==> src/rtl/operand_fetch_stage_if.sv <==
// Operand-fetch stage bundle: decode-side request, write-back port, flush and execute-side response.
// Latency: none (signal bundle only); the stage registers the response one cycle after accept.
// Backpressure: in_ready is driven by the stage; out_ready is driven by execute.
//
// Port summary (slave = the stage, master = the surrounding pipeline/bench):
//   flush                              kill the in-flight output and this cycle's input
//   in_valid / in_ready                decode handshake
//   in_rs1_* / in_rs2_* / in_rd_*      register selects and enables
//   in_funct3 / in_funct7 / in_imm     {value, dv} fields
//   in_opcode                          opcode encoding
//   wb_en / wb_addr / wb_data          register-file write-back
//   out_valid / out_ready              execute handshake
//   out_rs1 / out_rs2                  {data, dv}
//   out_rd                             {addr, en}
//   out_funct3 / out_funct7 / out_imm / out_opcode   registered copies of the inputs
interface operand_fetch_stage_if #(
    parameter int DATA_W    = 32,
    parameter int REG_SEL_W = 5
);
    logic                 flush;
    logic                 in_valid;
    logic                 in_ready;
    logic [REG_SEL_W-1:0] in_rs1_addr;
    logic                 in_rs1_en;
    logic [REG_SEL_W-1:0] in_rs2_addr;
    logic                 in_rs2_en;
    logic [REG_SEL_W-1:0] in_rd_addr;
    logic                 in_rd_en;
    logic [3:0]           in_funct3;
    logic [7:0]           in_funct7;
    logic [DATA_W:0]      in_imm;
    logic [6:0]           in_opcode;

    logic                 wb_en;
    logic [REG_SEL_W-1:0] wb_addr;
    logic [DATA_W-1:0]    wb_data;

    logic                 out_valid;
    logic                 out_ready;
    logic [DATA_W:0]      out_rs1;
    logic [DATA_W:0]      out_rs2;
    logic [REG_SEL_W:0]   out_rd;
    logic [3:0]           out_funct3;
    logic [7:0]           out_funct7;
    logic [DATA_W:0]      out_imm;
    logic [6:0]           out_opcode;

    // Upstream/downstream environment view.
    modport master (
        output flush, in_valid, in_rs1_addr, in_rs1_en, in_rs2_addr, in_rs2_en,
               in_rd_addr, in_rd_en, in_funct3, in_funct7, in_imm, in_opcode,
               wb_en, wb_addr, wb_data, out_ready,
        input  in_ready, out_valid, out_rs1, out_rs2, out_rd,
               out_funct3, out_funct7, out_imm, out_opcode
    );

    // Stage view.
    modport slave (
        input  flush, in_valid, in_rs1_addr, in_rs1_en, in_rs2_addr, in_rs2_en,
               in_rd_addr, in_rd_en, in_funct3, in_funct7, in_imm, in_opcode,
               wb_en, wb_addr, wb_data, out_ready,
        output in_ready, out_valid, out_rs1, out_rs2, out_rd,
               out_funct3, out_funct7, out_imm, out_opcode
    );
endinterface

==> src/rtl/operand_fetch_stage.sv <==
// Decode-to-execute operand fetch: reads rs1/rs2 from an internal register file and registers the bundle.
// Latency 1 cycle from accept to out_valid.
// Backpressure: in_ready = !out_valid || out_ready; a stalled output holds every field stable.
//
// Ports: clk (rising edge), rst (synchronous, active high), bus (operand_fetch_stage_if.slave).
// The DATA_W / REG_SEL_W parameters must match those of the connected interface.
// Optional feature macro OPFETCH_BYPASS_EN: forwards same-cycle write-back data into captured
// operands and refreshes held operands while the output is stalled. Without it, operands
// never change after capture and hazards are left to upstream logic.
module operand_fetch_stage #(
    parameter int DATA_W    = 32,
    parameter int REG_SEL_W = 5
) (
    input  logic                 clk,
    input  logic                 rst,
    operand_fetch_stage_if.slave bus
);
    localparam int NREG = 1 << REG_SEL_W;

    // ------------------------------------------------------------------
    // Register file. Entry 0 is never written, so it stays at its reset
    // value; reads of address 0 are additionally forced to zero below.
    // ------------------------------------------------------------------
    logic [DATA_W-1:0] rf_q [NREG];
    logic              wb_wr;

    assign wb_wr = bus.wb_en && (bus.wb_addr != '0);

    always_ff @(posedge clk) begin
        if (rst) begin
            for (int i = 0; i < NREG; i++) begin
                rf_q[i] <= '0;
            end
        end else if (wb_wr) begin
            // Write-back is independent of stall and flush.
            rf_q[bus.wb_addr] <= bus.wb_data;
        end
    end

    // ------------------------------------------------------------------
    // Handshake
    // ------------------------------------------------------------------
    logic out_valid_q, out_valid_d;
    logic accept;
    logic stall;

    assign bus.in_ready = !out_valid_q || bus.out_ready;
    assign accept       = bus.in_valid && bus.in_ready && !bus.flush;
    assign stall        = out_valid_q && !bus.out_ready;

    // ------------------------------------------------------------------
    // Operand read
    // ------------------------------------------------------------------
    logic [DATA_W-1:0] rs1_data;
    logic [DATA_W-1:0] rs2_data;

    always_comb begin
        rs1_data = '0;
        if (bus.in_rs1_en && (bus.in_rs1_addr != '0)) begin
            rs1_data = rf_q[bus.in_rs1_addr];
`ifdef OPFETCH_BYPASS_EN
            // The write landing at this edge is visible to the capture.
            if (wb_wr && (bus.wb_addr == bus.in_rs1_addr)) begin
                rs1_data = bus.wb_data;
            end
`endif
        end
    end

    always_comb begin
        rs2_data = '0;
        if (bus.in_rs2_en && (bus.in_rs2_addr != '0)) begin
            rs2_data = rf_q[bus.in_rs2_addr];
`ifdef OPFETCH_BYPASS_EN
            if (wb_wr && (bus.wb_addr == bus.in_rs2_addr)) begin
                rs2_data = bus.wb_data;
            end
`endif
        end
    end

    // ------------------------------------------------------------------
    // Output bundle registers
    // ------------------------------------------------------------------
    logic [DATA_W:0]    out_rs1_q,    out_rs1_d;
    logic [DATA_W:0]    out_rs2_q,    out_rs2_d;
    logic [REG_SEL_W:0] out_rd_q,     out_rd_d;
    logic [3:0]         out_funct3_q, out_funct3_d;
    logic [7:0]         out_funct7_q, out_funct7_d;
    logic [DATA_W:0]    out_imm_q,    out_imm_d;
    logic [6:0]         out_opcode_q, out_opcode_d;

`ifdef OPFETCH_BYPASS_EN
    // Source addresses of the held operands, needed to match later writes.
    logic [REG_SEL_W-1:0] rs1_addr_q, rs1_addr_d;
    logic [REG_SEL_W-1:0] rs2_addr_q, rs2_addr_d;
`endif

    always_comb begin
        out_rs1_d    = out_rs1_q;
        out_rs2_d    = out_rs2_q;
        out_rd_d     = out_rd_q;
        out_funct3_d = out_funct3_q;
        out_funct7_d = out_funct7_q;
        out_imm_d    = out_imm_q;
        out_opcode_d = out_opcode_q;
`ifdef OPFETCH_BYPASS_EN
        rs1_addr_d   = rs1_addr_q;
        rs2_addr_d   = rs2_addr_q;
`endif

        if (accept) begin
            out_rs1_d    = {rs1_data, bus.in_rs1_en};
            out_rs2_d    = {rs2_data, bus.in_rs2_en};
            out_rd_d     = {bus.in_rd_addr, bus.in_rd_en};
            out_funct3_d = bus.in_funct3;
            out_funct7_d = bus.in_funct7;
            out_imm_d    = bus.in_imm;
            out_opcode_d = bus.in_opcode;
`ifdef OPFETCH_BYPASS_EN
            rs1_addr_d   = bus.in_rs1_addr;
            rs2_addr_d   = bus.in_rs2_addr;
`endif
        end
`ifdef OPFETCH_BYPASS_EN
        else if (stall && wb_wr) begin
            // A held operand tracks writes to its source register so that
            // execute sees the newest value once it accepts. dv=0 operands
            // were never read and stay zero.
            if (out_rs1_q[0] && (rs1_addr_q == bus.wb_addr)) begin
                out_rs1_d = {bus.wb_data, 1'b1};
            end
            if (out_rs2_q[0] && (rs2_addr_q == bus.wb_addr)) begin
                out_rs2_d = {bus.wb_data, 1'b1};
            end
        end
`endif
    end

    // Flush wins over everything but reset; a completed handshake with no
    // new accept empties the stage while payload fields keep their value.
    always_comb begin
        out_valid_d = out_valid_q;
        if (bus.flush) begin
            out_valid_d = 1'b0;
        end else if (accept) begin
            out_valid_d = 1'b1;
        end else if (bus.out_ready) begin
            out_valid_d = 1'b0;
        end
    end

    always_ff @(posedge clk) begin
        if (rst) begin
            out_valid_q  <= 1'b0;
            out_rs1_q    <= '0;
            out_rs2_q    <= '0;
            out_rd_q     <= '0;
            out_funct3_q <= '0;
            out_funct7_q <= '0;
            out_imm_q    <= '0;
            out_opcode_q <= '0;
`ifdef OPFETCH_BYPASS_EN
            rs1_addr_q   <= '0;
            rs2_addr_q   <= '0;
`endif
        end else begin
            out_valid_q  <= out_valid_d;
            out_rs1_q    <= out_rs1_d;
            out_rs2_q    <= out_rs2_d;
            out_rd_q     <= out_rd_d;
            out_funct3_q <= out_funct3_d;
            out_funct7_q <= out_funct7_d;
            out_imm_q    <= out_imm_d;
            out_opcode_q <= out_opcode_d;
`ifdef OPFETCH_BYPASS_EN
            rs1_addr_q   <= rs1_addr_d;
            rs2_addr_q   <= rs2_addr_d;
`endif
        end
    end

    assign bus.out_valid  = out_valid_q;
    assign bus.out_rs1    = out_rs1_q;
    assign bus.out_rs2    = out_rs2_q;
    assign bus.out_rd     = out_rd_q;
    assign bus.out_funct3 = out_funct3_q;
    assign bus.out_funct7 = out_funct7_q;
    assign bus.out_imm    = out_imm_q;
    assign bus.out_opcode = out_opcode_q;

endmodule

==> src/flat_wrapper.sv <==
// flat-port wrapper written by rule: the top's interface ports become plain ports
module operand_fetch_stage_flat 
#(
    parameter int DATA_W    = 32,
    parameter int REG_SEL_W = 5
)
  (clk, rst, bus_flush, bus_in_valid, bus_in_rs1_addr, bus_in_rs1_en, bus_in_rs2_addr, bus_in_rs2_en, bus_in_rd_addr, bus_in_rd_en, bus_in_funct3, bus_in_funct7, bus_in_imm, bus_in_opcode, bus_wb_en, bus_wb_addr, bus_wb_data, bus_out_ready, bus_in_ready, bus_out_valid, bus_out_rs1, bus_out_rs2, bus_out_rd, bus_out_funct3, bus_out_funct7, bus_out_imm, bus_out_opcode);
  operand_fetch_stage_if #(.DATA_W(DATA_W), .REG_SEL_W(REG_SEL_W)) bus_i ();
  input  logic clk;
  input  logic rst;
  input wire logic [$bits(bus_i.flush)-1:0] bus_flush;
  input wire logic [$bits(bus_i.in_valid)-1:0] bus_in_valid;
  input wire logic [$bits(bus_i.in_rs1_addr)-1:0] bus_in_rs1_addr;
  input wire logic [$bits(bus_i.in_rs1_en)-1:0] bus_in_rs1_en;
  input wire logic [$bits(bus_i.in_rs2_addr)-1:0] bus_in_rs2_addr;
  input wire logic [$bits(bus_i.in_rs2_en)-1:0] bus_in_rs2_en;
  input wire logic [$bits(bus_i.in_rd_addr)-1:0] bus_in_rd_addr;
  input wire logic [$bits(bus_i.in_rd_en)-1:0] bus_in_rd_en;
  input wire logic [$bits(bus_i.in_funct3)-1:0] bus_in_funct3;
  input wire logic [$bits(bus_i.in_funct7)-1:0] bus_in_funct7;
  input wire logic [$bits(bus_i.in_imm)-1:0] bus_in_imm;
  input wire logic [$bits(bus_i.in_opcode)-1:0] bus_in_opcode;
  input wire logic [$bits(bus_i.wb_en)-1:0] bus_wb_en;
  input wire logic [$bits(bus_i.wb_addr)-1:0] bus_wb_addr;
  input wire logic [$bits(bus_i.wb_data)-1:0] bus_wb_data;
  input wire logic [$bits(bus_i.out_ready)-1:0] bus_out_ready;
  output wire logic [$bits(bus_i.in_ready)-1:0] bus_in_ready;
  output wire logic [$bits(bus_i.out_valid)-1:0] bus_out_valid;
  output wire logic [$bits(bus_i.out_rs1)-1:0] bus_out_rs1;
  output wire logic [$bits(bus_i.out_rs2)-1:0] bus_out_rs2;
  output wire logic [$bits(bus_i.out_rd)-1:0] bus_out_rd;
  output wire logic [$bits(bus_i.out_funct3)-1:0] bus_out_funct3;
  output wire logic [$bits(bus_i.out_funct7)-1:0] bus_out_funct7;
  output wire logic [$bits(bus_i.out_imm)-1:0] bus_out_imm;
  output wire logic [$bits(bus_i.out_opcode)-1:0] bus_out_opcode;
  assign bus_i.flush = bus_flush;
  assign bus_i.in_valid = bus_in_valid;
  assign bus_i.in_rs1_addr = bus_in_rs1_addr;
  assign bus_i.in_rs1_en = bus_in_rs1_en;
  assign bus_i.in_rs2_addr = bus_in_rs2_addr;
  assign bus_i.in_rs2_en = bus_in_rs2_en;
  assign bus_i.in_rd_addr = bus_in_rd_addr;
  assign bus_i.in_rd_en = bus_in_rd_en;
  assign bus_i.in_funct3 = bus_in_funct3;
  assign bus_i.in_funct7 = bus_in_funct7;
  assign bus_i.in_imm = bus_in_imm;
  assign bus_i.in_opcode = bus_in_opcode;
  assign bus_i.wb_en = bus_wb_en;
  assign bus_i.wb_addr = bus_wb_addr;
  assign bus_i.wb_data = bus_wb_data;
  assign bus_i.out_ready = bus_out_ready;
  assign bus_in_ready = bus_i.in_ready;
  assign bus_out_valid = bus_i.out_valid;
  assign bus_out_rs1 = bus_i.out_rs1;
  assign bus_out_rs2 = bus_i.out_rs2;
  assign bus_out_rd = bus_i.out_rd;
  assign bus_out_funct3 = bus_i.out_funct3;
  assign bus_out_funct7 = bus_i.out_funct7;
  assign bus_out_imm = bus_i.out_imm;
  assign bus_out_opcode = bus_i.out_opcode;
  operand_fetch_stage #(.DATA_W(DATA_W), .REG_SEL_W(REG_SEL_W)) u_core (.clk(clk), .rst(rst), .bus(bus_i));
endmodule
==> config.mk <==
export PLATFORM = sky130hd
export DESIGN_NAME = operand_fetch_stage_flat
export DESIGN_NICKNAME = d
export VERILOG_FILES = /design/src/rtl/operand_fetch_stage_if.sv /design/src/rtl/operand_fetch_stage.sv /design/src/flat_wrapper.sv
export SDC_FILE = /design/constraint.sdc
export NUM_CORES = 2
export LEC_CHECK = 0
export ABC_AREA = 1
export CORE_MARGIN = 1
export CORE_UTILIZATION = 35
export DETAILED_ROUTE_END_ITERATION = 8
export PLACE_DENSITY_LB_ADDON = 0.15
export SLEW_MARGIN = 20
export SYNTH_ARGS = -nofsm -noshare
export SYNTH_HDL_FRONTEND = slang
export SYNTH_SLANG_ARGS = --single-unit
==> constraint.sdc <==
create_clock -name clk -period 2.85 [get_ports clk]
set_clock_uncertainty 0.05 [all_clocks]
set_input_delay 0.285 -clock clk [delete_from_list [all_inputs] [get_ports clk]]
set_output_delay 0.285 -clock clk [all_outputs]
set_load 0.02 [all_outputs]
# Yosys cells after proc, flatten, opt, wreduce, memory -nomap -nowiden
# Memory sizes are Yosys's and may differ from the RTL's.
# Index checks and enable logic that the tools add are counted.
# W data, S select, Z words.
totals:
  output_inout_bits: 126
  mem_bits_rw: 1024
  in_bits: 113
  memories: 1
  ff_bits: 125
mem_list:
  columns: ["name", "words", "width", "read_ports", "rd_ports_with_merged_regs", "write_ports", "line_no", "rtl"]
  rows:
  - ["u_core.rf_q", 32, 32, 2, 0, 32, "operand_fetch_stage.sv:24", "logic [DATA_W-1:0] rf_q [NREG];"]
op_classes:
  mux: 12
  reduce_logical: 14
ops:
  columns: ["operator", "count"]
  rows:
  - ["$mux W32", 3]
  - ["$reduce_or A32 Y1", 1]
  - ["$reduce_bool A5 Y1", 3]
  - ["$mux W1", 8]
  - ["$logic_and A1 B1 Y1", 5]
  - ["$mux W5", 1]
  - ["$logic_not A1 Y1", 2]
  - ["$reduce_bool A2 Y1", 1]
  - ["$reduce_or A2 Y1", 1]
  - ["$logic_or A1 B1 Y1", 1]

# Logic depth before layout (Yosys ltp)
logic_depth:
  word_depth: 7
  depth_mapped: 12

# Worst setup path after synthesis
# Ideal clock, no wire load.
synth_timing:
  path_type: "input port to flip-flop"
  start: "input port rst"
  end: "memory u_core.rf_q[13][0], enable pin"
  setup_ns: 0.389
  path_slack_ns: 0.403
  path_buffers: 2
  required_time_ns: 2.411
  cell_stages: 7
  arrival_time_ns: 2.007
  path_cell_list: "clkbuf_1 > nor2_1 > o21ai_1 > nor2_1 > nand2_1 > clkbuf_1 > nand2_1"
synth_lines:
  columns: ["item", "line_no", "rtl"]
  rows:
  - ["from (decl)", "flat_wrapper.sv:10", "input logic rst;"]
  - ["to (decl)", "operand_fetch_stage.sv:24", null]

# Worst setup path after layout
layout_timing:
  start: "register u_core.out_rs1_q[15] (netlist: u_core.bus.out_rs1[15])"
  end: "output port bus_out_rs1[15]"
layout_lines:
  columns: ["item", "line_no", "rtl"]
  rows:
  - ["from (decl)", "operand_fetch_stage.sv:85", "logic [DATA_W:0] out_rs1_q, out_rs1_d;"]
  - ["from (signal assigned)", "operand_fetch_stage.sv:169", "out_rs1_q <= out_rs1_d;"]
  - ["to (decl)", "flat_wrapper.sv:29", "output wire logic [$bits(bus_i.out_rs1)-1:0] bus_out_rs1;"]
# No word-level cell between the ends.

==> results.json <==
{
  "path_clk_slew_ns": 0.06,
  "critPathArrivalTime_ns": 2.03,
  "holdCritPathClass": "input port to flop",
  "cap_violations": 0,
  "max_stage_delay_ns": 0.71,
  "synthTopCellsByCount": "nand2_1 (1655), nor2_1 (1544), nand3_1 (1134)",
  "cts_tree": "done",
  "grt_overflow_total": 0,
  "final_antenna_net_count": 0,
  "power.density_mw_per_mm2": 586.3,
  "setup_tns_ns": 0,
  "h-tree-depth": 4,
  "viasPerCell": 5.418,
  "root_buffer": "clkbuf_16",
  "drc_errors": 0,
  "synth_edf_count": 1024,
  "die_height_um": 422.0,
  "grt_pass1_wl_mm": 365.0,
  "ys.flop_type": "edfxtp_1",
  "area_growth_pct": 18.99,
  "core_region_area_mm2": 0.1746,
  "numCtsBuffers": 141,
  "antenna_found_initial": 1,
  "critical_path_buf_inv_count": 1,
  "setup_viol": 0,
  "p_leak_uw": 0.03038,
  "crit_fanout": 2,
  "path_class": "flop to output port",
  "ys_warn_count": 0,
  "gp_congestion": 0.8929,
  "yosys-top-cells-area": "edfxtp_1 (50%), nand2_1 (10%), nor2_1 (9.4%)",
  "dp_cells": 10102,
  "final_layout_size_suffix_gt1_share_pct": 9.297,
  "final_cell_count_no_fill": 10360,
  "fin_util_pct": 42.08,
  "first_pass_iters": 6,
  "cts_setup_buffers": 0,
  "grt.total_usage_pct": 27.73,
  "synth.most_common_cell": "nand2_1",
  "slowest_stage": "clkdlybuf4s50_1",
  "finalCritPeriodShare_pct": 82.87,
  "wl_mm": 252.2,
  "start_kind": "flop",
  "critPathTopFamily": "buffers and inverters",
  "tightest_slew_ns": 0.8155,
  "dr.first_iter.drc_count": 6496,
  "crit_required_ns": 2.52,
  "relSlewSlack_pct": 45.63,
  "dp_slack_ns": 0.2829,
  "grt_pass1_vias": 52843,
  "synth_area_mm2": 0.06175,
  "port_buffers": 238,
  "hold_viol": 0,
  "crit_chain": "clkdlybuf4s50_1",
  "fmax_mhz": 423.4,
  "antenna_cells": 0,
  "avgSynthCellArea_um2": 7.914,
  "initial_core_util_pct": 35.37,
  "ios": 239,
  "final_nets": 8035,
  "fin_crit_ns": 2.362,
  "synthArstFlopShare_pct": 0,
  "finalHoldWorstSlack_ns": 0.07301,
  "clock_sinks": 1149,
  "ir_worst_vdd_uv": 617.6,
  "yosysSeqAreaShare_pct": 53.85,
  "status": "complete, no violations",
  "maxSlewViolCount": 0,
  "dp_hpwl_mm": 160.8,
  "die_width_um": 422.0,
  "synth.distinct_cells": 23,
  "setup_slack_ns": 0.4881,
  "yosysTopAreaCell": "edfxtp_1",
  "die-area_mm2": 0.1781,
  "wl_per_cell_um": 24.35,
  "rows": 153,
  "rsz0062_at_grt": "false",
  "synth-seq-cells": 1149,
  "syn_inst": 7803,
  "grt_max_degree": 126,
  "clkLatencyLatePin_ns": 0.80,
  "end_kind": "output port",
  "via_count": 56130,
  "synth_top_area_share_pct": 49.80,
  "cts_max_path_buffers": 3
}
report_power, final:
part | internal (µW) | total [µW] | switching (µW)
clock network | 9870 | 17400 | 7560
logic | 1870 | 6030 | 4160
registers | 19200 | 19600 | 394
repair_timing:
action | in CTS | in global routing
hold buffers | 2 | 0
gates resized for setup | 0 | 0
endpoints found under the hold margin | 3 | 0
cell families (layout without fill, tap and decap cells):
family                 after synthesis  count (layout)  share of synthesized area, %
AND/OR/NAND/NOR                   4450            4450                         29.82
flip-flops                        1149            1149                         53.85
AO/OA/AOI/OAI                      810             810                         7.442
other                                1              32                      0.006073
buffers and inverters             1393            1594                         8.881
layout make-up:
| class | count | area [µm²] |
|---|---|---|
| flip-flops and latches | 1149 | 33250 |
| well taps | 2325 | 2909 |
| multi-input cells | 5292 | 23340 |
| fillers | 17371 | 101100 |
| inverters | 740 | 2808 |
| clock inverters | 56 | 478.0 |
| repair buffers | 598 | 6814 |
| clock buffers | 200 | 3872 |
sequential cells by signal, indices dropped and copies added (netlist names):
| signal | count |
|---|---|
| u_core.rf_q | 1024 |
| u_core.bus.out_imm | 33 |
| u_core.bus.out_rs1 | 33 |
| u_core.bus.out_rs2 | 33 |
| u_core.bus.out_funct7 | 8 |
| u_core.bus.out_opcode | 7 |
| u_core.bus.out_rd | 6 |
| u_core.bus.out_funct3 | 4 |
| u_core.bus.out_valid | 1 |
layout by cell type, fill, tap and decap left out, drive strengths merged:
master and n:
edfxtp 1024, a211oi 1, clkinv 44, or2 107, clkbuf 200, clkdlybuf4s50 227
bufinv 4, dlygate4sd3 2, clkinvlp 4, o211ai 215, dfxtp 125, conb 32
a21oi 259, nor2 1544, buf 369, inv 744, nand2 1655, a31oi 1
nand3 1135, o21ai 334, nor3 8, nor4 1
stage by stage:
step | area (µm²) | total power, µW
after floorplan | 61870 | 23110
after global placement | 69100 | 25860
after detailed placement | 69100 | 25920
after CTS | 73470 | 43300
after global routing | 73470 | 44530
final | 73470 | 43080
path summary, 6_finish.rpt:
| kind | slack (ns) | cells after the start | endpoint | startpoint |
|---|---|---|---|---|
| setup / recovery | 0.49 | 1 | bus_out_rs1[15] | u_core.bus.out_rs1[15]$_SDFFE_PP0P_ |
| hold / removal | 0.07 | 2 | u_core.bus.out_valid$_SDFFE_PP0P_ | bus_flush |
| setup reg to reg | 0.88 | 10 | u_core.bus.out_rs2[19]$_SDFFE_PP0P_ | u_core.bus.out_valid$_SDFFE_PP0P_ |
| hold reg to reg | 0.41 | 2 | u_core.bus.out_rs2[7]$_SDFFE_PP0P_ | u_core.bus.out_rs2[7]$_SDFFE_PP0P_ |
layer usage:
| layer | GRT usage (%) | part of all wire, % | vias to the layer above |
|---|---|---|---|
| li1 | - | - | 25698 |
| met1 | 36.06 | 40 | 27074 |
| met2 | 44.26 | 46 | 2859 |
| met3 | 4.076 | 8.0 | 499 |
| met4 | 15.41 | 6.0 | 0 |
| met5 | 0 | 0 | - |
Power figures use the tool's default switching activity.
